===== config.mk =====
export PLATFORM = sky130hd
export DESIGN_NAME = counting_down_display_flat
export DESIGN_NICKNAME = d
export VERILOG_FILES = /design/src/rtl/counting_down_display_pkg.sv /design/src/rtl/counting_down_display_if.sv /design/src/rtl/counting_down_display_seven_seg_scan.sv /design/src/rtl/counting_down_display.sv /design/src/flat_wrapper.sv
export SDC_FILE = /design/constraint.sdc
export NUM_CORES = 1
export LEC_CHECK = 0
export CELL_PAD_IN_SITES_DETAIL_PLACEMENT = 1
export CELL_PAD_IN_SITES_GLOBAL_PLACEMENT = 2
export CORE_UTILIZATION = 34
export DETAILED_ROUTE_END_ITERATION = 6
export PLACE_DENSITY = 0.88
export SLEW_MARGIN = 20
export SYNTH_ARGS = -nofsm -noshare
export SYNTH_HDL_FRONTEND = slang
export SYNTH_HIERARCHICAL = 1
export SYNTH_SLANG_ARGS = --single-unit
export TNS_END_PERCENT = 10

===== constraint.sdc =====
create_clock -name clk -period 7.76 [get_ports clk]
set_input_delay 1.552 -clock clk [delete_from_list [all_inputs] [get_ports clk]]
set_output_delay 1.552 -clock clk [all_outputs]
set_load 0.005 [all_outputs]

===== src/rtl/counting_down_display_pkg.sv =====
// counting_down_pkg: FSM states, display limit and active-low seven-segment patterns shared by the timer
package counting_down_pkg;
  typedef enum logic [1:0] {IDLE, RUN, DONE} state_e;
  localparam logic [13:0] MAX_DISPLAY = 14'd9999;
  localparam logic [7:0] SEG_BLANK = 8'hFF;
  localparam logic [9:0][6:0] SEG_LUT = {
    7'b0010000, 7'b0000000, 7'b1111000, 7'b0000010, 7'b0010010,
    7'b0011001, 7'b0110000, 7'b0100100, 7'b1111001, 7'b1000000
  };
  function automatic logic [7:0] seg_of(input logic [3:0] d);
    return d > 4'd9 ? SEG_BLANK : {1'b1, SEG_LUT[d]};
  endfunction
endpackage


===== src/rtl/counting_down_display_if.sv =====
// counting_down_display_if: time_in/start from control (master), stop/seg/an back from the timer (slave)
interface counting_down_display_if;
  logic [15:0] time_in;
  logic start;
  logic stop;
  logic [7:0] seg;
  logic [3:0] an;
  modport master(output time_in, start, input stop, seg, an);
  modport slave(input time_in, start, output stop, seg, an);
endinterface


===== src/rtl/counting_down_display_seven_seg_scan.sv =====
// seven_seg_scan: bcd_i four digits in, seg_o/an_o active-low multiplexed drive, digit held REFRESH_CYCLES clocks
module seven_seg_scan
  import counting_down_pkg::*;
#(
  parameter int REFRESH_CYCLES = 100_000
) (
  input  logic clk,
  input  logic rst,
  input  logic [3:0][3:0] bcd_i,
  output logic [7:0] seg_o,
  output logic [3:0] an_o
);
  localparam int RW = REFRESH_CYCLES > 1 ? $clog2(REFRESH_CYCLES) : 1;
  localparam logic [RW-1:0] RC_MAX = RW'(REFRESH_CYCLES - 1);
  logic [RW-1:0] rc_q, rc_d;
  logic [1:0] idx_q, idx_d;
  always_comb begin
    rc_d = rc_q == RC_MAX ? '0 : rc_q + 1'b1;
    idx_d = rc_q == RC_MAX ? idx_q + 1'b1 : idx_q;
  end
  always_ff @(posedge clk or posedge rst) begin
    if (rst) begin
      rc_q <= '0;
      idx_q <= '0;
    end else begin
      rc_q <= rc_d;
      idx_q <= idx_d;
    end
  end
  assign an_o = ~(4'b0001 << idx_q);
  assign seg_o = seg_of(bcd_i[idx_q]);
endmodule


===== src/rtl/counting_down_display.sv =====
// counting_down_display: clk/rst plus io slave (time_in,start in; stop,seg,an out) seconds countdown with 4-digit readout
module counting_down_display
  import counting_down_pkg::*;
#(
  parameter int TICKS_PER_SEC = 100_000_000,
  parameter int REFRESH_CYCLES = 100_000
) (
  input logic clk,
  input logic rst,
  counting_down_display_if.slave io
);
  localparam int PW = TICKS_PER_SEC > 1 ? $clog2(TICKS_PER_SEC) : 1;
  localparam logic [PW-1:0] PRE_MAX = PW'(TICKS_PER_SEC - 1);
  state_e state_q, state_d;
  logic start_q, stop_q, stop_d, start_rise, wrap;
  logic [13:0] rem_q, rem_d, load_val;
  logic [PW-1:0] pre_q, pre_d;
  assign start_rise = io.start & ~start_q;
  assign load_val = io.time_in > 16'(MAX_DISPLAY) ? MAX_DISPLAY : io.time_in[13:0];
  assign wrap = pre_q == PRE_MAX;
  // a load always takes priority over a same-cycle prescaler wrap
  always_comb begin
    state_d = state_q;
    rem_d = rem_q;
    pre_d = pre_q;
    stop_d = stop_q;
    if (start_rise) begin
      rem_d = load_val;
      pre_d = '0;
      stop_d = load_val == '0;
      state_d = load_val == '0 ? DONE : RUN;
    end else if (state_q == RUN) begin
      pre_d = wrap ? '0 : pre_q + 1'b1;
      rem_d = wrap ? rem_q - 1'b1 : rem_q;
      stop_d = wrap && rem_q == 14'd1;
      state_d = wrap && rem_q == 14'd1 ? DONE : RUN;
    end
  end
  always_ff @(posedge clk or posedge rst) begin
    if (rst) begin
      state_q <= IDLE;
      start_q <= 1'b0;
      stop_q <= 1'b0;
      rem_q <= '0;
      pre_q <= '0;
    end else begin
      state_q <= state_d;
      start_q <= io.start;
      stop_q <= stop_d;
      rem_q <= rem_d;
      pre_q <= pre_d;
    end
  end
  assign io.stop = stop_q;
  seven_seg_scan #(.REFRESH_CYCLES(REFRESH_CYCLES)) u_scan (
    .clk(clk),
    .rst(rst),
    .bcd_i({4'(rem_q / 14'd1000), 4'((rem_q / 14'd100) % 14'd10), 4'((rem_q / 14'd10) % 14'd10), 4'(rem_q % 14'd10)}),
    .seg_o(io.seg),
    .an_o(io.an)
  );
endmodule


===== src/flat_wrapper.sv =====
// flat-port wrapper written by rule: the top's interface ports become plain ports
module counting_down_display_flat import counting_down_pkg::*;
#(
  parameter int TICKS_PER_SEC = 100_000_000,
  parameter int REFRESH_CYCLES = 100_000
)
  (clk, rst, io_time_in, io_start, io_stop, io_seg, io_an);
  counting_down_display_if io_i ();
  input logic clk;
  input logic rst;
  input wire logic [$bits(io_i.time_in)-1:0] io_time_in;
  input wire logic [$bits(io_i.start)-1:0] io_start;
  output wire logic [$bits(io_i.stop)-1:0] io_stop;
  output wire logic [$bits(io_i.seg)-1:0] io_seg;
  output wire logic [$bits(io_i.an)-1:0] io_an;
  assign io_i.time_in = io_time_in;
  assign io_i.start = io_start;
  assign io_stop = io_i.stop;
  assign io_seg = io_i.seg;
  assign io_an = io_i.an;
  counting_down_display #(.TICKS_PER_SEC(TICKS_PER_SEC), .REFRESH_CYCLES(REFRESH_CYCLES)) u_core (.clk(clk), .rst(rst), .io(io_i));
endmodule

# Yosys cells after proc, flatten, opt, wreduce, memory -nomap -nowiden
# Memory sizes are Yosys's and may differ from the RTL's.
# Index checks and enable logic that the tools add are counted.
[op_classes]
mux = 18
n_bitwise = 3
shifts = 1
div_mod_pow = 6
eq_ne = 4
reduce_logical = 5
addsub = 4
order_cmp = 4
[ops]
columns = ["operator", "count"]
rows = [
  ["two-way mux 27 bit", 3],
  ["two-way mux 14 bit", 4],
  ["remainder unit 14 x 4 -> 14 bit (second input constant)", 3],
  ["adder 27 x 1 -> 27 bit (second input constant)", 1],
  ["== test 27 bit (second input constant)", 1],
  ["adder 17 x 1 -> 17 bit (second input constant)", 1],
  ["== test 17 bit (second input constant)", 1],
  ["two-way mux 17 bit", 1],
  ["> comparator 16 x 14 -> 1 bit (second input constant)", 1],
  ["divider 14 x 10 -> 14 bit (second input constant)", 1],
  ["divider 14 x 4 -> 14 bit (second input constant)", 1],
  ["divider 14 x 7 -> 14 bit (second input constant)", 1],
  ["== test 14 x 1 -> 1 bit (second input constant)", 1],
  ["logical NOT 14 bit", 1],
  ["two-way mux 7 bit", 2],
  ["subtractor 14 x 1 -> 14 bit (second input constant)", 1],
  ["binary-select mux 4 bit (select 2 bit)", 1],
  ["two-way mux 2 bit", 4],
  ["less-than comparator 4 x 5 -> 1 bit (second input constant)", 1],
  ["> comparator 4 bit (second input constant)", 1],
  ["two-way mux 4 bit", 1],
  ["NOT 4 bit", 1],
  ["nonzero test 2 bit", 2],
  ["<< shifter 1 x 2 -> 4 bit (first input constant)", 1],
  ["8 further kinds", 9],
]
[word_totals]
romBits = 112
in_bits = 19
ff_bits = 64
mem_count = 1
elab_cells = 53
[memory_table]
columns = ["memory", "depth", "word_bits", "read_ports", "rd_clocked_by_memory_dff", "wr", "line", "text"]
rows = [
  ["(no name shown)", 16, 7, 1, 0, 0, "counting_down_display_pkg.sv:11", "return d > 4'd9 ? SEG_BLANK : {1'b1, SEG_LUT[d]};"],
]

# Depth between registers and ports, before layout
# Gate-level depths: netlist of run 1.
[depth]
ltp_word = 7
ltp_mapped = 32

# Cells and area by module
# The synthesis of run 1 kept the hierarchy.
[modules_own_cells]
columns = ["module", "n_inst", "area_per_inst_um2", "seq_area_each_um2", "cells_each"]
rows = [
  ["counting_down_display", 1, 6678.9, 1101.1, 935],
  ["seven_seg_scan", 1, 1231.2, 475.5, 125],
]

# Least setup slack after synthesis of run 1
# No wires, ideal clock.
[synth_path]
kind = "reg2out"
from = "reg u_core.rem_q[4]"
to = "out io_seg[3]"
stages_incl_launch_ff = 30
arrival_ns = 6.847
slack_ns = -0.639
cell_sequence = "dfrtp_1 buf_6 or4_4 or4_4 a221oi_4 o21ai_2 a221o_1 or4_4 and3_4 a221o_1 a211o_2 o21ai_4 inv_4 buf_6 xnor2_1 inv_1 ha_1 nand3_1 a21oi_1 a211o_1 a221oi_1 a221o_1 a21oi_1 a2bb2oi_1 mux4_2 inv_1 ha_1 nor2_1 a22oi_1 nand2_1"
[synth_between]
elab_chain_cells = 7
elab_cells_between_ends = 12
cone_classes = "div (6); order compare (1); mux (4); memory (1)"
[synth_rtl]
columns = ["item", "line", "text"]
rows = [
  ["start, declared", "counting_down_display.sv:16", "logic [13:0] rem_q, rem_d, load_val;"],
  ["start signal, assigned", "counting_down_display.sv:50", "rem_q <= rem_d;"],
  ["divider 14 x 4 -> 14 bit / divider 14 x 7 -> 14 bit (equally long branches)", "counting_down_display.sv:58", ".bcd_i({4'(rem_q / 14'd1000), 4'((rem_q / 14'd100) % 14'd10), 4'((rem_q / 14'd10) % 14'd10), 4'(rem_q % 14'd10 ..."],
  ["remainder unit 14 x 4 -> 14 bit", "counting_down_display.sv:58", ""],
  ["binary-select mux 4 bit (select 2 bit) (*)", "counting_down_display_seven_seg_scan.sv:31", "assign seg_o = seg_of(bcd_i[idx_q]);"],
  ["two-way mux 4 bit (not written as such) (*)", "counting_down_display_seven_seg_scan.sv:31", ""],
  ["memory read (16 x 7 bit)", "n/a", ""],
  ["two-way mux 7 bit (not written as such)", "counting_down_display_pkg.sv:11", ""],
  ["two-way mux 7 bit (*)", "counting_down_display_pkg.sv:11", ""],
  ["end, declared", "flat_wrapper.sv:14", "output wire logic [$bits(io_i.seg)-1:0] io_seg;"],
]
# Mark *: on every way between the ends. The rest lies on a longest branch, timed or not. The select of a mux whose other input is x is not followed.

# Worst setup path in the final report of run 1
[layout_path]
from = "reg u_core.rem_q[4]"
to = "out io_seg[4]"
# The elaborated chain is that of the path after synthesis.

==> results of run 1 <==
-- state kept, by name (all words and copies together) (netlist names) --
name / cells
u_core/u_scan/idx_q: 2
u_core/pre_q: 27
u_core/rem_q: 14
u_core/u_scan/rc_q: 17
u_core/state_q: 2
u_core/start_q: 1
-- worst max-delay path: cells and delay by family (launching register included) --
family	cells	cell delay, ps
AOI/OAI and AO/OA	15	2950
and+or+nand+nor	4	1130
buffers and inverters	7	890
muxes	2	760
DFF	1	390
adders and majority gates	2	330
xor gates and xnor gates	1	170
-- repair_timing --
item,in CTS,in global routing
pin swaps,34,29
endpoints found under the setup margin,7,7
setup buffers,16,5
gates resized for setup,77,29
-- cell usage in the layout, fill, tap and decap left out, types with 8 or more instances in the layout --
cell type | netlist | final
sky130_fd_sc_hd__inv_1 | 43 | 36
sky130_fd_sc_hd__a211o_1 | 10 | 10
sky130_fd_sc_hd__a31oi_1 | 13 | 11
sky130_fd_sc_hd__and3_1 | 14 | 13
sky130_fd_sc_hd__a21o_1 | 8 | 8
sky130_fd_sc_hd__nor4_1 | 15 | 14
sky130_fd_sc_hd__a211oi_1 | 19 | 16
sky130_fd_sc_hd__mux2i_1 | 14 | 13
sky130_fd_sc_hd__clkdlybuf4s50_1 | 0 | 23
sky130_fd_sc_hd__xor2_1 | 22 | 22
sky130_fd_sc_hd__nand3_1 | 51 | 50
sky130_fd_sc_hd__a21oi_1 | 53 | 48
sky130_fd_sc_hd__nand4_1 | 16 | 16
sky130_fd_sc_hd__nor2_1 | 109 | 104
sky130_fd_sc_hd__o21ai_0 | 76 | 72
sky130_fd_sc_hd__nor2b_1 | 9 | 8
sky130_fd_sc_hd__nand2b_1 | 12 | 11
sky130_fd_sc_hd__or3_1 | 11 | 11
sky130_fd_sc_hd__clkbuf_16 | 0 | 9
sky130_fd_sc_hd__dfrtp_1 | 63 | 63
sky130_fd_sc_hd__nor3_1 | 33 | 32
sky130_fd_sc_hd__xnor2_1 | 40 | 37
sky130_fd_sc_hd__and2_1 | 11 | 12
sky130_fd_sc_hd__buf_4 | 3 | 280
sky130_fd_sc_hd__nand2_1 | 92 | 92
sky130_fd_sc_hd__o211ai_1 | 20 | 20
sky130_fd_sc_hd__ha_1 | 23 | 17
sky130_fd_sc_hd__o31ai_1 | 11 | 9
-- through the flow --
stage	setup TNS (ps)	util	instance area (um^2)
3_5_place_dp	-6510	0.457	10400
6_report	-5210	0.490	11100
3_3_place_gp	-4610	0.457	10400
2_1_floorplan	-2180	-	7980
5_1_grt	-7050	0.490	11100
4_1_cts	-5150	0.482	11000
-- path summary, 6_finish.rpt --
| kind | endpoint | slack (ps) | depth (start not counted) |
|---|---|---|---|
| worst min register to register | u_core/u_scan/rc_q[12] | 510 | 1 |
| min in group asynchronous | u_core/u_scan/rc_q[0] | 1700 | 2 |
| max in group asynchronous | u_core/pre_q[25] | 5380 | 2 |
| worst max-delay path | io_seg[4] | -770 | 31 |
| worst max register to register | u_core/rem_q[6] | 4770 | 9 |
| worst min-delay path | u_core/u_scan/rc_q[12] | 510 | 1 |
-- cells by family after synthesis --
group,after synthesis,share of synthesized area
and+or+nand+nor,421,0.271
DFF,63,0.199
other,1,0.000474
AOI/OAI and AO/OA,351,0.322
xor gates and xnor gates,62,0.0686
buffers and inverters,112,0.0600
adders and majority gates,24,0.0376
muxes,26,0.0405
-- metal layers --
metal / up-vias / global-route usage
li1: 4545 / -
met3: 42 / 0.0269
met1: 4822 / 0.330
met4: 2 / 0.0773
met2: 208 / 0.471
met5: - / 0
-- final cells by class --
cell class | count | area (um^2) | area share
inverters | 48 | 188 | 0.0169
clock inverters | 7 | 48.8 | 0.00439
multi-input cells | 885 | 6250 | 0.562
repair buffers | 318 | 2480 | 0.223
flip-flops and latches | 63 | 1580 | 0.142
clock buffers | 9 | 225 | 0.0202
well taps | 285 | 357 | 0.0321
==> metrics.txt, run 1 <==
result of the run finished with violations; failing checks setup timing; Starting Density 0.348; Skew-Pair Late Insertion Delay 330 ps; synthesized net count 1102; DRC violations left 0; detailed route wirelength on metal2 15.9 mm; most frequent cells after synthesis sky130_fd_sc_hd__nor2_1 (109), sky130_fd_sc_hd__nand2_1 (92), sky130_fd_sc_hd__o21ai_0 (76); data required time of the worst path 6210 ps; wire per inst 19.5 um; leading cell type by number of instances after synthesis sky130_fd_sc_hd__nor2_1; number of rows created at floorplan 55; Post-synth EDFFs 0; post-synthesis average cell area 7.46 um^2; die height 155 um; Overall Global Routing Usage 0.262; Worst Max-Slew Pin Slew 955 ps; Detail Route Antenna Nets 0; cells after synthesis 1060; largest net degree at the start of global routing 45; Layout Area Growth over Synthesis 40.7%; number of nets in the layout 1367; Crit-path slowest cell sky130_fd_sc_hd__or4_4; Antenna diodes 0; area leader, netlist sky130_fd_sc_hd__dfrtp_1; TritonCTS clock tree yes; core area 22700 um^2; origin of the worst setup path u_core/rem_q[4]; fin. max-slew vios 0; Worst EP arrival 6980 ps; class of the most critical hold timing path reg2reg; crit-path max FO 4; vias in the first global route 10200; share of the synthesized area in the top cell type 0.199; Yosys reg bits 63; min setup slack post-route -769 ps; number of violations of the max-capacitance limit 0; vias per std cell 5.96; Worst-path clk slew 50 ps; Place WS -966 ps; share of cells above drive strength 1 0.320; number of inserted filler cells in the final layout 2847; final critical-path share of the clock period 1.10; Setup-failing EPs final 7; setup repair after global routing missed its margin yes; sort of element at the start of the critical path register; type of the worst setup path reg2out; total number of vias 9619; worst slew margin relative to its limit 0.363; Sinks on Clock Net 63; peak clock frequency supported by timing 117 MHz; final estimated routing congestion in global placement 0.931; final worst path period need 8530 ps; total standard cell area after synthesis 7910 um^2; Synth warnings 6; Slowest Stage Delay on Critical Path 550 ps; initial antenna violation count 1; source of the worst hold timing path u_core/u_scan/rc_q[12]; Synth Flop Type sky130_fd_sc_hd__dfrtp_1; reg2reg start u_core/pre_q[0]; final standard cell count with taps included and fillers excluded 1615; WHS 508 ps; Routed met1 length 13.9 mm; Root Buffer Master sky130_fd_sc_hd__clkbuf_16; CTS Hold Bufs 0; max layer used met5; # port buffers 30; global route overflow 0; share of synthesized flip-flops with an asynchronous set or reset 1.00; global-route wire length before repair 51.3 mm; length of routed met3 wiring 1.21 mm; length of the first detailed-routing pass in iterations 5; total routed wirelength 31.5 mm; maximum buffer depth of the clock tree 2; setup skew after layout 6.68 ps; Cells after DPL 1578; die area 23900 um^2; main area contributors after synthesis sky130_fd_sc_hd__dfrtp_1 (20%), sky130_fd_sc_hd__nor2_1 (5.2%), sky130_fd_sc_hd__o21ai_0 (4.8%); initial detailed-routing violation count 615; number of H-tree branching levels 3; TritonCTS Buffers 9; count of different cell masters after synthesis 109; Critical Path Sink Type output pin; HPWL Detailed 22.7 mm; number of ports placed on the die boundary 32; part of the Yosys area used for sequential elements 0.199; Hold Vio Cnt, Final 0; Die W 155 um
Power of run 1 is not shown: default switching activity piles up to over one toggle a cycle in this logic, so the estimate is an artifact.
==> run 2, diff against run 1 <==
--- a/config.mk
+++ b/config.mk
@@ -7,12 +7,12 @@
 export LEC_CHECK = 0
 export CELL_PAD_IN_SITES_DETAIL_PLACEMENT = 1
 export CELL_PAD_IN_SITES_GLOBAL_PLACEMENT = 2
-export CORE_UTILIZATION = 34
+export CORE_UTILIZATION = 33
 export DETAILED_ROUTE_END_ITERATION = 6
-export PLACE_DENSITY = 0.88
+export GPL_ROUTABILITY_DRIVEN = 0
+export PLACE_DENSITY = 0.87
 export SLEW_MARGIN = 20
 export SYNTH_ARGS = -nofsm -noshare
 export SYNTH_HDL_FRONTEND = slang
-export SYNTH_HIERARCHICAL = 1
 export SYNTH_SLANG_ARGS = --single-unit
 export TNS_END_PERCENT = 10
==> metrics.txt, run 2 <==
number of instances on the worst hold path 1 (unchanged); maximum buffer depth of the clock tree 2 (unchanged); leading cell type by number of instances after synthesis sky130_fd_sc_hd__nand2_1; commonest cells after routing, fill and taps aside sky130_fd_sc_hd__buf_4 (299), sky130_fd_sc_hd__nand2_1 (112), sky130_fd_sc_hd__nor2_1 (111), sky130_fd_sc_hd__o21ai_0 (57), sky130_fd_sc_hd__dfrtp_1 (57); met1 Use GR 0.325 (-0.00556); vias in the first global route 10300 (+1.2%); global-route met3 utilization 0.0353 (+0.00841); share of synthesized flip-flops with an asynchronous set or reset 1.00 (unchanged); Overall Global Routing Usage 0.273 (+0.0110); CTS Hold Bufs 0 (unchanged); setup repair after global routing missed its margin yes; Slowest Stage Delay on Critical Path 530 ps (-20 ps); WHS Endpoint u_core.u_scan.rc_q[4]; most common cell after layout, fill and taps aside sky130_fd_sc_hd__buf_4; DRC violations left 0 (unchanged); setup skew after layout 13.2 ps (+6.54 ps); die height 154 um (-0.18%); reg2reg start u_core.rem_q[8]; Worst EP arrival 6930 ps (-50 ps); number of H-tree branching levels 3 (unchanged); # port buffers 30 (unchanged); initial antenna violation count 0 (-1); Detail Route Antenna Nets 0 (unchanged); worst slew margin relative to its limit 0.439 (+0.0759); TritonCTS Buffers 9 (unchanged); data required time of the worst path 6210 ps (about the same); Crit Reg-Reg Endpoint u_core.rem_q[13]; core area 22700 um^2 (unchanged); most frequent cells after synthesis sky130_fd_sc_hd__nand2_1 (120), sky130_fd_sc_hd__nor2_1 (114), sky130_fd_sc_hd__o21ai_0 (64); total number of vias 10300 (+6.8%); length of the first detailed-routing pass in iterations 7 (+2); Antenna diodes 0 (unchanged); initial detailed-routing violation count 798 (+30%); post-layout utilization of the core 0.515 (+0.0253); sort of element at the start of the critical path register; count of different cell masters after synthesis 104 (-4.6%); number of violations of the max-capacitance limit 0 (unchanged); peak clock frequency supported by timing 118 MHz (+0.53%); Global Route met2 Usage 0.488 (+0.0169); source of the worst hold timing path u_core.u_scan.rc_q[4]; Starting Density 0.337 (-0.0115); setup TNS after final layout -4710 ps (+500 ps); Worst Max-Slew Pin Slew 842 ps (-114 ps); wire per inst 22.6 um (+16%); post-synthesis average cell area 7.33 um^2 (-1.8%); HPWL Detailed 21.0 mm (-7.5%); failing checks setup timing; Post-synth EDFFs 0 (unchanged); final critical-path share of the clock period 1.09 (-0.00576); Root Buffer Master sky130_fd_sc_hd__clkbuf_16; class of the most critical hold timing path reg2reg; area leader, netlist sky130_fd_sc_hd__dfrtp_1; fin. max-slew vios 0 (unchanged); Hold Vio Cnt, Final 0 (unchanged); Worst-path clk slew 60 ps (about the same); share of cells above drive strength 1 0.379 (+0.0587); global route overflow 0 (unchanged); Die W 154 um (-0.18%); number of rows created at floorplan 55 (unchanged); Largest Register u_core.pre_q; cells after synthesis 1044 (-1.5%); global-route wire length before repair 52.8 mm (+2.8%); final worst path period need 8480 ps (-44.7 ps); largest net degree at the start of global routing 64 (+42%); main area contributors after synthesis sky130_fd_sc_hd__dfrtp_1 (21%), sky130_fd_sc_hd__nand2_1 (5.9%), sky130_fd_sc_hd__nor2_1 (5.6%); result of the run finished with violations; Place WS -440 ps (+526 ps); Crit-path slowest cell sky130_fd_sc_hd__or4_4; crit-path max FO 6 (+2); share of the synthesized area in the top cell type 0.206 (+0.00678); total routed wirelength 36.9 mm (+17%); min setup slack post-route -724 ps (+44.7 ps); die area 23800 um^2 (-0.36%); vias per std cell 6.28 (+5.4%); Synth warnings 0 (-6); TritonCTS clock tree yes; Synth Flop Type sky130_fd_sc_hd__dfrtp_1; number of inserted filler cells in the final layout 2737 (-3.9%); Sinks on Clock Net 63 (unchanged); number of ports placed on the die boundary 32 (unchanged); Layout Area Growth over Synthesis 52.9%; type of the worst setup path reg2out; number of nets in the layout 1390 (+1.7%); biggest registers after layout u_core.pre_q: 27 flops, u_core.u_scan.rc_q: 17 flops, u_core.rem_q: 14 flops; reg-to-reg slack, setup 4850 ps (+80 ps); Yosys reg bits 63 (unchanged); Skew-Pair Late Insertion Delay 340 ps (about the same); Setup-failing EPs final 7 (unchanged); total standard cell area after synthesis 7650 um^2 (-3.3%); Largest register FFs 27 (unchanged); logic depth of the worst register-to-register path 9 (unchanged); most crowded layer after global routing met2; synthesized net count 1087 (-1.4%); part of the Yosys area used for sequential elements 0.206 (+0.00678); Critical Path Sink Type output pin
run 2: changes by cell type in the layout (fill, tap and decap cells not counted), sizes merged, moves of 6 or more:
| cell | change |
|---|---|
| buf | +36 |
| inv | -12 |
| nand2 | +28 |
| nor4 | -6 |
| o2111ai | +7 |
| o211ai | -11 |
| o21ai | -17 |
run 2: worst max-delay path by stage:
| stage | endpoint | cells past startpoint | start | slack (ps) |
|---|---|---|---|---|
| 2_1_floorplan | io_seg[6] | 28 | u_core.rem_q[9] | 5 |
| 3_5_place_dp | io_seg[6] | 26 | u_core.rem_q[10] | -440 |
| 4_1_cts | io_seg[6] | 31 | u_core.rem_q[12] | -180 |
| 3_3_place_gp | io_seg[4] | 27 | u_core.rem_q[10] | -320 |
| 5_1_grt | io_seg[6] | 34 | u_core.rem_q[12] | -910 |
| 6_report | io_seg[5] | 31 | u_core.rem_q[12] | -720 |
run 2: critical path, delay by kind of cell (launching register included):
kind                       cells  cell delay [ps]
and+or+nand+nor                8             2000
AOI/OAI and AO/OA             12             2640
buffers and inverters          9             1140
DFF                            1              470
xor gates and xnor gates       1              130
adders and majority gates      1              220
run 2: metal layers:
metal | vias to the layer above | share of wire
met5 | - | 0
met4 | 0 | 0.061
met3 | 215 | 0.066
met2 | 536 | 0.49
met1 | 5032 | 0.38
li1 | 4492 | -
run 2: cells by family (layout without fill, tap and decap cells):
group           after synthesis  count (layout)  share of synthesized area
compound gates              320             320                      0.300
other cells                   1               1                   0.000490
mux                          16              16                     0.0214
flops                        63              63                      0.206
buf+inv                     102             409                     0.0590
simple gates                451             451                      0.295
fa+ha+maj                    30              30                     0.0473
xor+xnor                     61              61                     0.0708
run 2: timing repair:
action                     in CTS  in global routing
gates cloned                    2                  0
resized for setup             146                 58
setup buffers                  76                 23
setup endpoints to repair       7                  7
pin swaps                      76                 47
run 2: per-stage QoR:
stage	hold slack (ps)	area, um^2	instances
after floorplan	446	7730	1044
after global placement	462	9820	1522
after CTS	477	11200	1613
after global routing	499	11700	1636
after detailed placement	465	9820	1522
final	474	11700	1636
run 2: cell type report:
cell class | count | area (um^2) | share of cell area
clock inverters | 3 | 21.3 | 0.00182
inverters | 38 | 143 | 0.0122
repair buffers | 356 | 2890 | 0.247
multi-input cells | 879 | 6470 | 0.553
well taps | 285 | 357 | 0.0305
flip-flops and latches | 63 | 1580 | 0.135
clock buffers | 12 | 236 | 0.0202
Power of run 2 is left out for the same reason.
